<file path="src/rtl/sw_led_pkg.sv">
// Shared types for the switch-to-LED controller.
//   mode_e : LED output mode selected at run time
//   MODE_W : width of the mode select bus
package sw_led_pkg;

  localparam int unsigned MODE_W = 2;

  typedef enum logic [MODE_W-1:0] {
    MODE_DIRECT = 2'b00,  // led follows debounced switch
    MODE_TOGGLE = 2'b01,  // led flips on each press
    MODE_BLINK  = 2'b10,  // debounced switch gated by blink phase
    MODE_COUNT  = 2'b11   // led shows channel-0 press count
  } mode_e;

endpackage : sw_led_pkg

</file>
<file path="src/rtl/debounce_ch.sv">
// Single-channel switch conditioner: 2-FF synchroniser, debounce counter,
// and rising-edge (press) detector.
// Ports:
//   clck  in  system clock, rising edge
//   rst_n in  asynchronous active-low reset
//   raw   in  raw switch level, asynchronous to clck
//   level out debounced level (registered)
//   rise  out one-cycle pulse in the first cycle level reads 1 (registered)
module debounce_ch #(
  parameter int unsigned DEB_CYCLES = 16
) (
  input  logic clck,
  input  logic rst_n,
  input  logic raw,
  output logic level,
  output logic rise
);

  localparam int unsigned CNT_W = (DEB_CYCLES < 2) ? 1 : $clog2(DEB_CYCLES + 1);
  localparam logic [CNT_W-1:0] CNT_TERM = CNT_W'(DEB_CYCLES - 1);

  logic             s1_q;
  logic             s2_q;
  logic [CNT_W-1:0] cnt_q;
  logic [CNT_W-1:0] cnt_d;
  logic             level_q;
  logic             level_d;
  logic             rise_q;
  logic             rise_d;

  // Synchroniser chain into the clck domain.
  always_ff @(posedge clck or negedge rst_n) begin
    if (!rst_n) begin
      s1_q <= 1'b0;
      s2_q <= 1'b0;
    end else begin
      s1_q <= raw;
      s2_q <= s1_q;
    end
  end

  // Count consecutive disagreeing cycles; any agreement restarts the count.
  always_comb begin
    cnt_d   = '0;
    level_d = level_q;
    rise_d  = 1'b0;
    if (s2_q != level_q) begin
      if (cnt_q == CNT_TERM) begin
        level_d = s2_q;
        // level_q is the opposite of s2_q here, so s2_q=1 means 0->1.
        rise_d  = s2_q;
      end else begin
        cnt_d = cnt_q + CNT_W'(1);
      end
    end
  end

  // Debounce state and press pulse.
  always_ff @(posedge clck or negedge rst_n) begin
    if (!rst_n) begin
      cnt_q   <= '0;
      level_q <= 1'b0;
      rise_q  <= 1'b0;
    end else begin
      cnt_q   <= cnt_d;
      level_q <= level_d;
      rise_q  <= rise_d;
    end
  end

  assign level = level_q;
  assign rise  = rise_q;

endmodule : debounce_ch

</file>
<file path="src/rtl/sw_led_ctrl.sv">
// Switch-to-LED controller: N_CH raw switches are synchronised and debounced,
// then drive N_CH registered LEDs through a run-time selectable mode.
// Ports:
//   clck   in  system clock, rising edge
//   rst_n  in  asynchronous active-low reset
//   sw     in  [N_CH]   raw switch levels
//   mode   in  [MODE_W] output mode (mode_e encoding)
//   led    out [N_CH]   registered LED drive
//   db_out out [N_CH]   debounced switch levels
module sw_led_ctrl
  import sw_led_pkg::*;
#(
  parameter int unsigned N_CH       = 4,
  parameter int unsigned DEB_CYCLES = 16,
  parameter int unsigned BLINK_W    = 22
) (
  input  logic              clck,
  input  logic              rst_n,
  input  logic [N_CH-1:0]   sw,
  input  logic [MODE_W-1:0] mode,
  output logic [N_CH-1:0]   led,
  output logic [N_CH-1:0]   db_out
);

  logic [N_CH-1:0]    db;
  logic [N_CH-1:0]    press;
  logic [N_CH-1:0]    tog_q;
  logic [N_CH-1:0]    tog_d;
  logic [N_CH-1:0]    cnt_q;
  logic [N_CH-1:0]    cnt_d;
  logic [BLINK_W-1:0] div_q;
  logic [BLINK_W-1:0] div_d;
  logic [N_CH-1:0]    led_q;
  logic [N_CH-1:0]    led_d;
  logic               phase;

  // Per-channel conditioning.
  for (genvar gi = 0; gi < int'(N_CH); gi++) begin : g_ch
    debounce_ch #(
      .DEB_CYCLES (DEB_CYCLES)
    ) u_deb (
      .clck  (clck),
      .rst_n (rst_n),
      .raw   (sw[gi]),
      .level (db[gi]),
      .rise  (press[gi])
    );
  end

  assign phase = div_q[BLINK_W-1];

  // Toggle regs, channel-0 press counter and free-running blink divider.
  always_comb begin
    tog_d = tog_q ^ press;
    cnt_d = cnt_q + N_CH'(press[0]);
    div_d = div_q + BLINK_W'(1);
  end

  // Output mode mux; mode is sampled directly so a change shows next edge.
  always_comb begin
    led_d = db;
    case (mode_e'(mode))
      MODE_DIRECT: led_d = db;
      MODE_TOGGLE: led_d = tog_q;
      MODE_BLINK:  led_d = db & {N_CH{phase}};
      MODE_COUNT:  led_d = cnt_q;
      default:     led_d = db;
    endcase
  end

  always_ff @(posedge clck or negedge rst_n) begin
    if (!rst_n) begin
      tog_q <= '0;
      cnt_q <= '0;
      div_q <= '0;
      led_q <= '0;
    end else begin
      tog_q <= tog_d;
      cnt_q <= cnt_d;
      div_q <= div_d;
      led_q <= led_d;
    end
  end

  assign led    = led_q;
  assign db_out = db;

endmodule : sw_led_ctrl

</file>
<file path="config.mk">
export PLATFORM = sky130hd
export DESIGN_NAME = sw_led_ctrl
export DESIGN_NICKNAME = d
export VERILOG_FILES = /design/src/rtl/sw_led_pkg.sv /design/src/rtl/debounce_ch.sv /design/src/rtl/sw_led_ctrl.sv
export SDC_FILE = /design/constraint.sdc
export NUM_CORES = 1
export LEC_CHECK = 0
export CAP_MARGIN = 20
export CORE_MARGIN = 3
export CORE_UTILIZATION = 45
export DETAILED_ROUTE_END_ITERATION = 6
export PLACE_DENSITY = 0.77
export SETUP_SLACK_MARGIN = 0.3
export SYNTH_ARGS = -nofsm -noshare
export SYNTH_HDL_FRONTEND = slang
export SYNTH_SLANG_ARGS = --single-unit
</file>
<file path="constraint.sdc">
create_clock -name clck -period 1.4 [get_ports clck]
set_input_delay 0.14 -clock clck [delete_from_list [all_inputs] [get_ports clck]]
set_output_delay 0.14 -clock clck [all_outputs]
set_load 0.02 [all_outputs]
</file>
## Yosys cells after proc, flatten, opt, wreduce, memory -nomap -nowiden

Cells that the tools add are included.

- Flip-flop bits (word level): 70
- Latch bits: 0
- RAM bits: 0
- Memory bits (read-only): 0
- Bits of input ports: 8
- Output and inout port bits: 8
- Word-level logic and storage cells: 65
- Memories kept: 0

- Add/subtract/negate cells: 6
- Multiply operators: 0
- Divide/modulo/power cells: 0
- $lt $le $gt $ge: 0
- Equality and inequality tests: 11
- Shift operators: 0
- Mux-type cells: 17
- Bitwise operators: 2
- Reductions and logical operators: 5

Operators by type and width:

| operator | number |
|---|---|
| $mux W5 | 8 |
| $add A22 B1 Y22 const B | 1 |
| $add A5 B1 Y5 const B | 4 |
| $eq A5 B4 Y1 const B | 4 |
| $pmux W4 S4 | 1 |
| $mux W1 | 8 |
| $reduce_and A2 Y1 | 4 |
| $add A4 B1 Y4 | 1 |
| $and A4 B4 Y4 | 1 |
| $eq A2 B2 Y1 const B | 2 |
| $ne A1 B1 Y1 | 4 |
| $xor A4 B4 Y4 | 1 |
| $eq A2 B1 Y1 const B | 1 |
| $logic_not A2 Y1 | 1 |

## Logic depth before layout (Yosys ltp)

Gate-level depths: netlist (run 1).

- Depth in word-level cells: 3
- Gate-level depth with buffers: 5
- Depth with buffers taken out: 5

## Modules after synthesis

Synthesis (run 1) repeated with hierarchy kept, for this count alone.

- Cell total of the unflattened synthesis: 213
- Area total of the unflattened synthesis: 2825.2 sq um

By module, submodules not included:

| module | instances | cells each | area each (sq um) | seq. area each (sq um) |
|---|---|---|---|---|
| sw_led_ctrl | 1 | 113 | 1423.9 | 850.8 |
| debounce_ch | 4 | 25 | 350.3 | 225.2 |

## Worst setup path after synthesis (run 1)

OpenSTA, ideal clock, no wires.

- Kind: register -> register
- Start: register div_q[3]
- End: register div_q[14]
- Library setup time: 0.123 ns
- Data arrival time: 1.197 ns
- Data required time: 1.277 ns
- Path slack: 0.080 ns
- Cell stages (with the launch flop): 5
- Buffers on the path: 0
- Clock period less this slack: 1.320 ns
- Path through: dfrtp_1 nand4_4 nor4_4 nand3_1 xnor2_1

- Longest elaborated chain between the ends: 1

Ends and longest elaborated chain:

| what | line | RTL |
|---|---|---|
| start: declaration | sw_led_ctrl.sv:31 | `logic [BLINK_W-1:0] div_q;` |
| start signal: assignment | sw_led_ctrl.sv:80 | `div_q <= div_d;` |
| $add A22 B1 Y22 | sw_led_ctrl.sv:56 | `div_d = div_q + BLINK_W'(1);` |
| via div_d[14] | sw_led_ctrl.sv:32 | `logic [BLINK_W-1:0] div_d;` |

The timed path passes the listed nets, and every way through them passes these cells.
A chain may end at the register's enable or synchronous reset.

## Final worst setup path (run 1)

- Start: register div_q[0]
- End: register div_q[20]

The elaborated chain is that of the path after synthesis.

==> results of run 1 <==
-- state kept, by name, summed over array words and instances, names as in the netlist --
| register | count |
|---|---|
| g_ch.u_deb.level | 4 |
| g_ch.u_deb.s2_q | 4 |
| div_q | 22 |
| g_ch.u_deb.rise | 4 |
| g_ch.u_deb.s1_q | 4 |
| led | 4 |
| g_ch.u_deb.cnt_q | 20 |
| tog_q | 4 |
| cnt_q | 4 |
-- routing by layer --
layer	global-route usage (%)	wire, µm	vias up
met5	0	0	-
met4	9.35	136	0
met3	3.11	150	11
met2	24.1	2510	27
met1	18.3	2130	879
li1	-	-	858
-- stage by stage --
step / setup TNS, ns / util (%) / worst slack (ns) / cells
global placement: 0 / 53.2 / 0.0435 / 312
detailed placement: -0.0137 / 53.2 / -0.0137 / 312
global route: -0.418 / 65.1 / -0.0684 / 357
floorplan: 0 / - / 0.0935 / 218
finish: 0 / 65.1 / 0.0110 / 357
CTS: 0 / 60.8 / 0.0292 / 351
-- worst reg2reg max path, cell delays in order (launching register included) --
cell and delay, ns:
dfrtp_1 0.40, ha_4 0.17, nand2_4 0.06, nor4_4 0.26, buf_6 0.17, nand3_4 0.09, xnor2_2 0.14
-- cell families (layout without fill, tap and decap cells) --
logic type	after synthesis	after routing	share of synthesized area, %
flip-flops	70	70	62.2
multiplexers	8	8	3.02
buffers and inverters	11	75	2.00
adder cells (fa/ha/maj)	7	7	3.11
AO/OA/AOI/OAI	16	16	3.02
XOR/XNOR	36	36	11.2
AND/OR/NAND/NOR	70	70	15.5
-- how the worst max path moves through the flow --
stage | from | endpoint | slack (ns) | cells after the start
after floorplan | div_q[4] | div_q[14] | 0.09 | 4
after global placement | div_q[9] | div_q[21] | 0.04 | 4
after detailed placement | div_q[5] | div_q[20] | -0.01 | 4
after CTS | div_q[9] | div_q[21] | 0.03 | 4
after global routing | div_q[9] | div_q[19] | -0.07 | 4
final | div_q[0] | div_q[20] | 0.01 | 6
-- layout make-up --
type	count	area (µm²)	area share (%)
clock buffer	12	155	3.98
clock inverter	3	20.0	0.513
inverter	6	22.5	0.577
multi-input combinational	137	1380	35.4
sequential	70	1750	45.0
tap	75	93.8	2.40
timing repair buffer	54	477	12.2
-- cells in the final DEF (no fill, tap or decap), types with 3 or more instances in the layout --
cell type / n
xnor2_2: 5
clkdlybuf4s50_1: 6
nand3_1: 8
nand2_1: 6
dfrtp_1: 68
xnor2_1: 14
mux2i_1: 4
o22ai_1: 4
inv_1: 6
xor2_1: 15
mux2_4: 4
buf_4: 24
ha_2: 3
nor2_1: 11
nor3b_2: 3
buf_2: 8
ha_4: 3
clkbuf_8: 11
buf_6: 13
nand3_4: 6
a21oi_1: 6
nor2_4: 5
-- power by group --
part / switching (W) / total (W) / leakage, nW / internal, W
logic: 0.000118 / 0.000242 / 0.853 / 0.000124
registers: 0.0000433 / 0.00211 / 0.928 / 0.00207
clock network: 0.000694 / 0.00142 / 0.0845 / 0.000727
total: 0.000855 / 0.00377 / 1.87 / 0.00292
-- repair_timing --
item	CTS	global route
gates resized for setup	56	47
pin swaps	18	24
endpoints found under the hold margin	17	0
setup buffers	23	6
gates cloned	0	0
hold buffers	1	0
setup endpoints to repair	39	46
==> results.txt, run 1 <==
Tot Pwr - 0.00377 W
Initial antenna violation count - 0
Die height - 85.1 µm
Wire per inst - 13.8 µm
Clk Latency, worst-skew pair - 0.34 ns
Arr. time, crit path - 1.61 ns
RSZ-0062 raised after global routing - yes
Final hold violation count - 0
Detailed placement HPWL - 3.06 mm
Worst R2R End - div_q[20]
Final setup skew - 0.00550 ns
Synth Flop Type - dfrtp_1
Buffers on Ports - 15
Post-synthesis net count - 233
Max cap viols - 0
Routability cong. - 0.728
Most frequent cell after synthesis - dfrtp_1
Ys Warns - 0
Pre-antenna DRT Iters - 4
Crit path max-delay family - flip-flops
Final Critical Period - 1.39 ns
First DRT Iteration DRCs - 59
Total core area - 5990 µm²
Max Slew Vio Count - 0
Status - finished, final reports clean
Die width - 85.1 µm
First-pass GRT wire length - 8.42 mm
Nets - 293
Tcrit/Tclk final - 99.2%
CTS tree - done
Diodes inserted - 0
Global Route Usage Sum - 14.9%
Hold slack - 0.237 ns
Critical Path Max Stage Delay - 0.40 ns
Worst min-delay path category - input port to flip-flop
Die area - 7240 µm²
HP Start - sw[2]
R2r worst-path depth - 6
Fmax - 0.720 GHz
CP Capture Type - flip-flop
Post-synthesis cell type count - 29
Share of async-settable or async-resettable flops after synthesis - 100%
Worst r2r src - div_q[0]
#FFs+latches synth - 70
Root buf cell - clkbuf_8
GRT overflow - 0
Synth top area share - 62.2%
Post-synth top area cell - dfrtp_1
CP cell instances - ha_4 > nand2_4 > nor4_4 > buf_6 > nand3_4 > xnor2_2
Worst-path clk slew - 0.07 ns
Fillcell total - 413
VDD IR max - 0.000532 V
# rows - 28
Critical path peak fanout - 5
Post-synthesis cell count - 218
Drt drc - 0
Number of synthesized flops with an enable pin - 0
Slowest-stage cell, CP - dfrtp_1
PD cells - 967 nW/µm²
Area Growth Syn to Fin - 38.6%
Crit path buf inv count - 1
Num CTS Buffers - 9
Synthesized area - 2820 µm²
Worst hold endpoint - g_ch[2].u_deb.s1_q
Io pins - 16
CP Class - flip-flop to flip-flop
Synth Area per Inst - 12.9 µm²
Drt total wl - 4.93 mm
Worst path required time - 1.62 ns
Slew Limit Headroom - 67.9%
Pin count of the biggest net entering global routing - 28
Final ANT Viol Nets - 0
Vias in the first global route - 1881
H-tree depth - 3
Starting Density - 47.0%
Vias - 1775
Slew @ Worst Pin - 0.482 ns
Leakage - 1.87 nW
Vias per cell - 4.97
Placed cell area - 3190 µm²
Startpoint Class - flip-flop
Post-synth top cells - dfrtp_1, xnor2_1, nor2_1, xor2_1, nand3_1
Hold depth - 1
Post-synthesis sequential area ratio - 62.2%
Post-route cell area - 3900 µm²
Longest Clk Path Bufs - 2
Synth top area cells - dfrtp_1, xnor2_1, xor2_1, ha_1, nand3_1
R2r setup slk - 0.01 ns
Finish-stage setup viols - 0
Clock sink total - 70
Share of cells above drive strength 1 - 41.8%
Power figures use the tool's default switching activity.
==> run 2: changes to the inputs <==
--- a/config.mk
+++ b/config.mk
@@ -9,8 +9,9 @@
 export CORE_MARGIN = 3
 export CORE_UTILIZATION = 45
 export DETAILED_ROUTE_END_ITERATION = 6
-export PLACE_DENSITY = 0.77
+export PLACE_DENSITY_LB_ADDON = 0.12
 export SETUP_SLACK_MARGIN = 0.3
 export SYNTH_ARGS = -nofsm -noshare
 export SYNTH_HDL_FRONTEND = slang
 export SYNTH_SLANG_ARGS = --single-unit
+export TNS_END_PERCENT = 100
==> results.txt, run 2 (synthesized netlist as in run 1, its figures left out) <==
Drt total wl - 5.05 mm
Hold slack - 0.239 ns
Max cap viols - 0
Max Slew Vio Count - 0
Drt drc - 0
H-tree depth - 3
RSZ-0062 raised after global routing - yes
Total negative slack - -0.0334 ns
Pre-antenna DRT Iters - 4
Die height - 85.1 µm
Max FFs per register - 22
Routability cong. - 0.719
Slew Limit Headroom - 75.9%
Top Registers - div_q x22, g_ch.u_deb.cnt_q x20
Critical path peak fanout - 3
Slew @ Worst Pin - 0.359 ns
Fmax - 0.698 GHz
Io pins - 16
Slowest-stage cell, CP - dfrtp_1
First-pass GRT wire length - 8.18 mm
Area Growth Syn to Fin - 36.9%
Arr. time, crit path - 1.68 ns
Setup WS post-layout - -0.0334 ns
Wire per inst - 14.1 µm
CP Class - flip-flop to flip-flop
Vias per cell - 4.88
Inst Count DP - 311
Num CTS Buffers - 9
Worst min-delay path category - input port to flip-flop
VDD IR max - 0.000645 V
Die width - 85.1 µm
# rows - 28
CP cell instances - nand4_4 > buf_4 > or2_2 > nor2_2 > xor2_1
Final hold violation count - 0
CP Capture Type - flip-flop
Worst path required time - 1.64 ns
Share of cells above drive strength 1 - 41.0%
Crit. Startpoint - div_q[4]
Tcrit/Tclk final - 102%
Initial antenna violation count - 0
Longest Clk Path Bufs - 2
GR Layer Usage met2 - 23.2%
First DRT Iteration DRCs - 83
Failing checks - negative setup slack
Critical Path Max Stage Delay - 0.39 ns
Nets - 294
Most frequent cells in the layout - dfrtp_1, buf_4, xor2_1
Vias - 1747
Root buf cell - clkbuf_8
Commonest non-fill, non-tap cell in the layout - dfrtp_1
Clock sink total - 70
CTS tree - done
GRT busiest layer - met2
Global Route Usage Sum - 14.4%
Buffers on Ports - 15
Leakage - 1.85 nW
Vias in the first global route - 1832
Worst-path clk slew - 0.07 ns
Status - complete, but fails checks
Grt met1 use - 17.8%
PD cells - 1070 nW/µm²
Pin count of the biggest net entering global routing - 71
Total core area - 5990 µm²
Worst Setup Slack post-DPL - -0.0117 ns
Final Critical Period - 1.43 ns
Worst r2r src - div_q[4]
Clk Latency, worst-skew pair - 0.33 ns
Final setup skew - 0.00984 ns
Post-Layout Cell Count - 358
GRT overflow - 0
Diodes inserted - 0
Finish-stage setup viols - 1
HP Start - sw[0]
Die area - 7240 µm²
Final ANT Viol Nets - 0
Grt met3 use - 4.17%
Startpoint Class - flip-flop
Top reg by flops - div_q
Detailed placement HPWL - 2.74 mm
Starting Density - 47.0%
==> run 2: per-stage QoR <==
step | util, % | power (W) | area, µm²
detailed placement | 52.9 | 0.00232 | 3170
CTS | 59.5 | 0.00413 | 3570
finish | 64.3 | 0.00412 | 3850
global route | 64.3 | 0.00431 | 3850
global placement | 52.9 | 0.00232 | 3170
floorplan | - | 0.00222 | 2890
==> run 2: where the power goes <==
| group | total (W) | switching, W | internal [W] |
|---|---|---|---|
| sequential | 0.00211 | 0.0000446 | 0.00207 |
| clock | 0.00174 | 0.000745 | 0.000993 |
| combinational | 0.000267 | 0.000128 | 0.000139 |
==> run 2: what timing repair did <==
action / in CTS / in global routing
hold endpoints to repair: 70 / 0
pin swaps: 14 / 19
setup buffers: 20 / 11
resized for setup: 43 / 47
endpoints found under the setup margin: 43 / 42
hold buffers: 1 / 0
==> run 2: worst paths after layout <==
| path | end | cells past startpoint | slack, ns |
|---|---|---|---|
| worst max-delay path | div_q[9] | 5 | -0.03 |
| worst min register to register | g_ch[1].u_deb.s2_q | 0 | 0.35 |
| max in group asynchronous | g_ch[0].u_deb.level | 3 | 0.74 |
| worst min-delay path | g_ch[0].u_deb.s1_q | 1 | 0.24 |
| worst max register to register | div_q[9] | 5 | -0.03 |
| min in group asynchronous | tog_q[3] | 3 | 0.35 |
==> run 2: metal layers <==
layer | up-vias | part of all wire (%)
li1 | 855 | -
met1 | 866 | 45
met2 | 21 | 51
met3 | 5 | 3.0
met4 | 0 | 1.0
met5 | - | 0
==> run 2: worst max-delay path, delay by kind of cell, from the launching register on <==
kind / cells / cell delay, ns
and+or+nand+nor: 3 / 0.60
DFF: 1 / 0.39
buffers and inverters: 1 / 0.18
xor gates and xnor gates: 1 / 0.18
==> run 2: cell type report <==
class / instances / area [µm²]
Fill cell: 434 / 2140
Clock inverter: 6 / 87.6
Inverter: 6 / 22.5
Tap cell: 75 / 93.8
Multi-Input combinational cell: 137 / 1300
Sequential cell: 70 / 1750
Timing Repair Buffer: 55 / 470
Clock buffer: 9 / 124
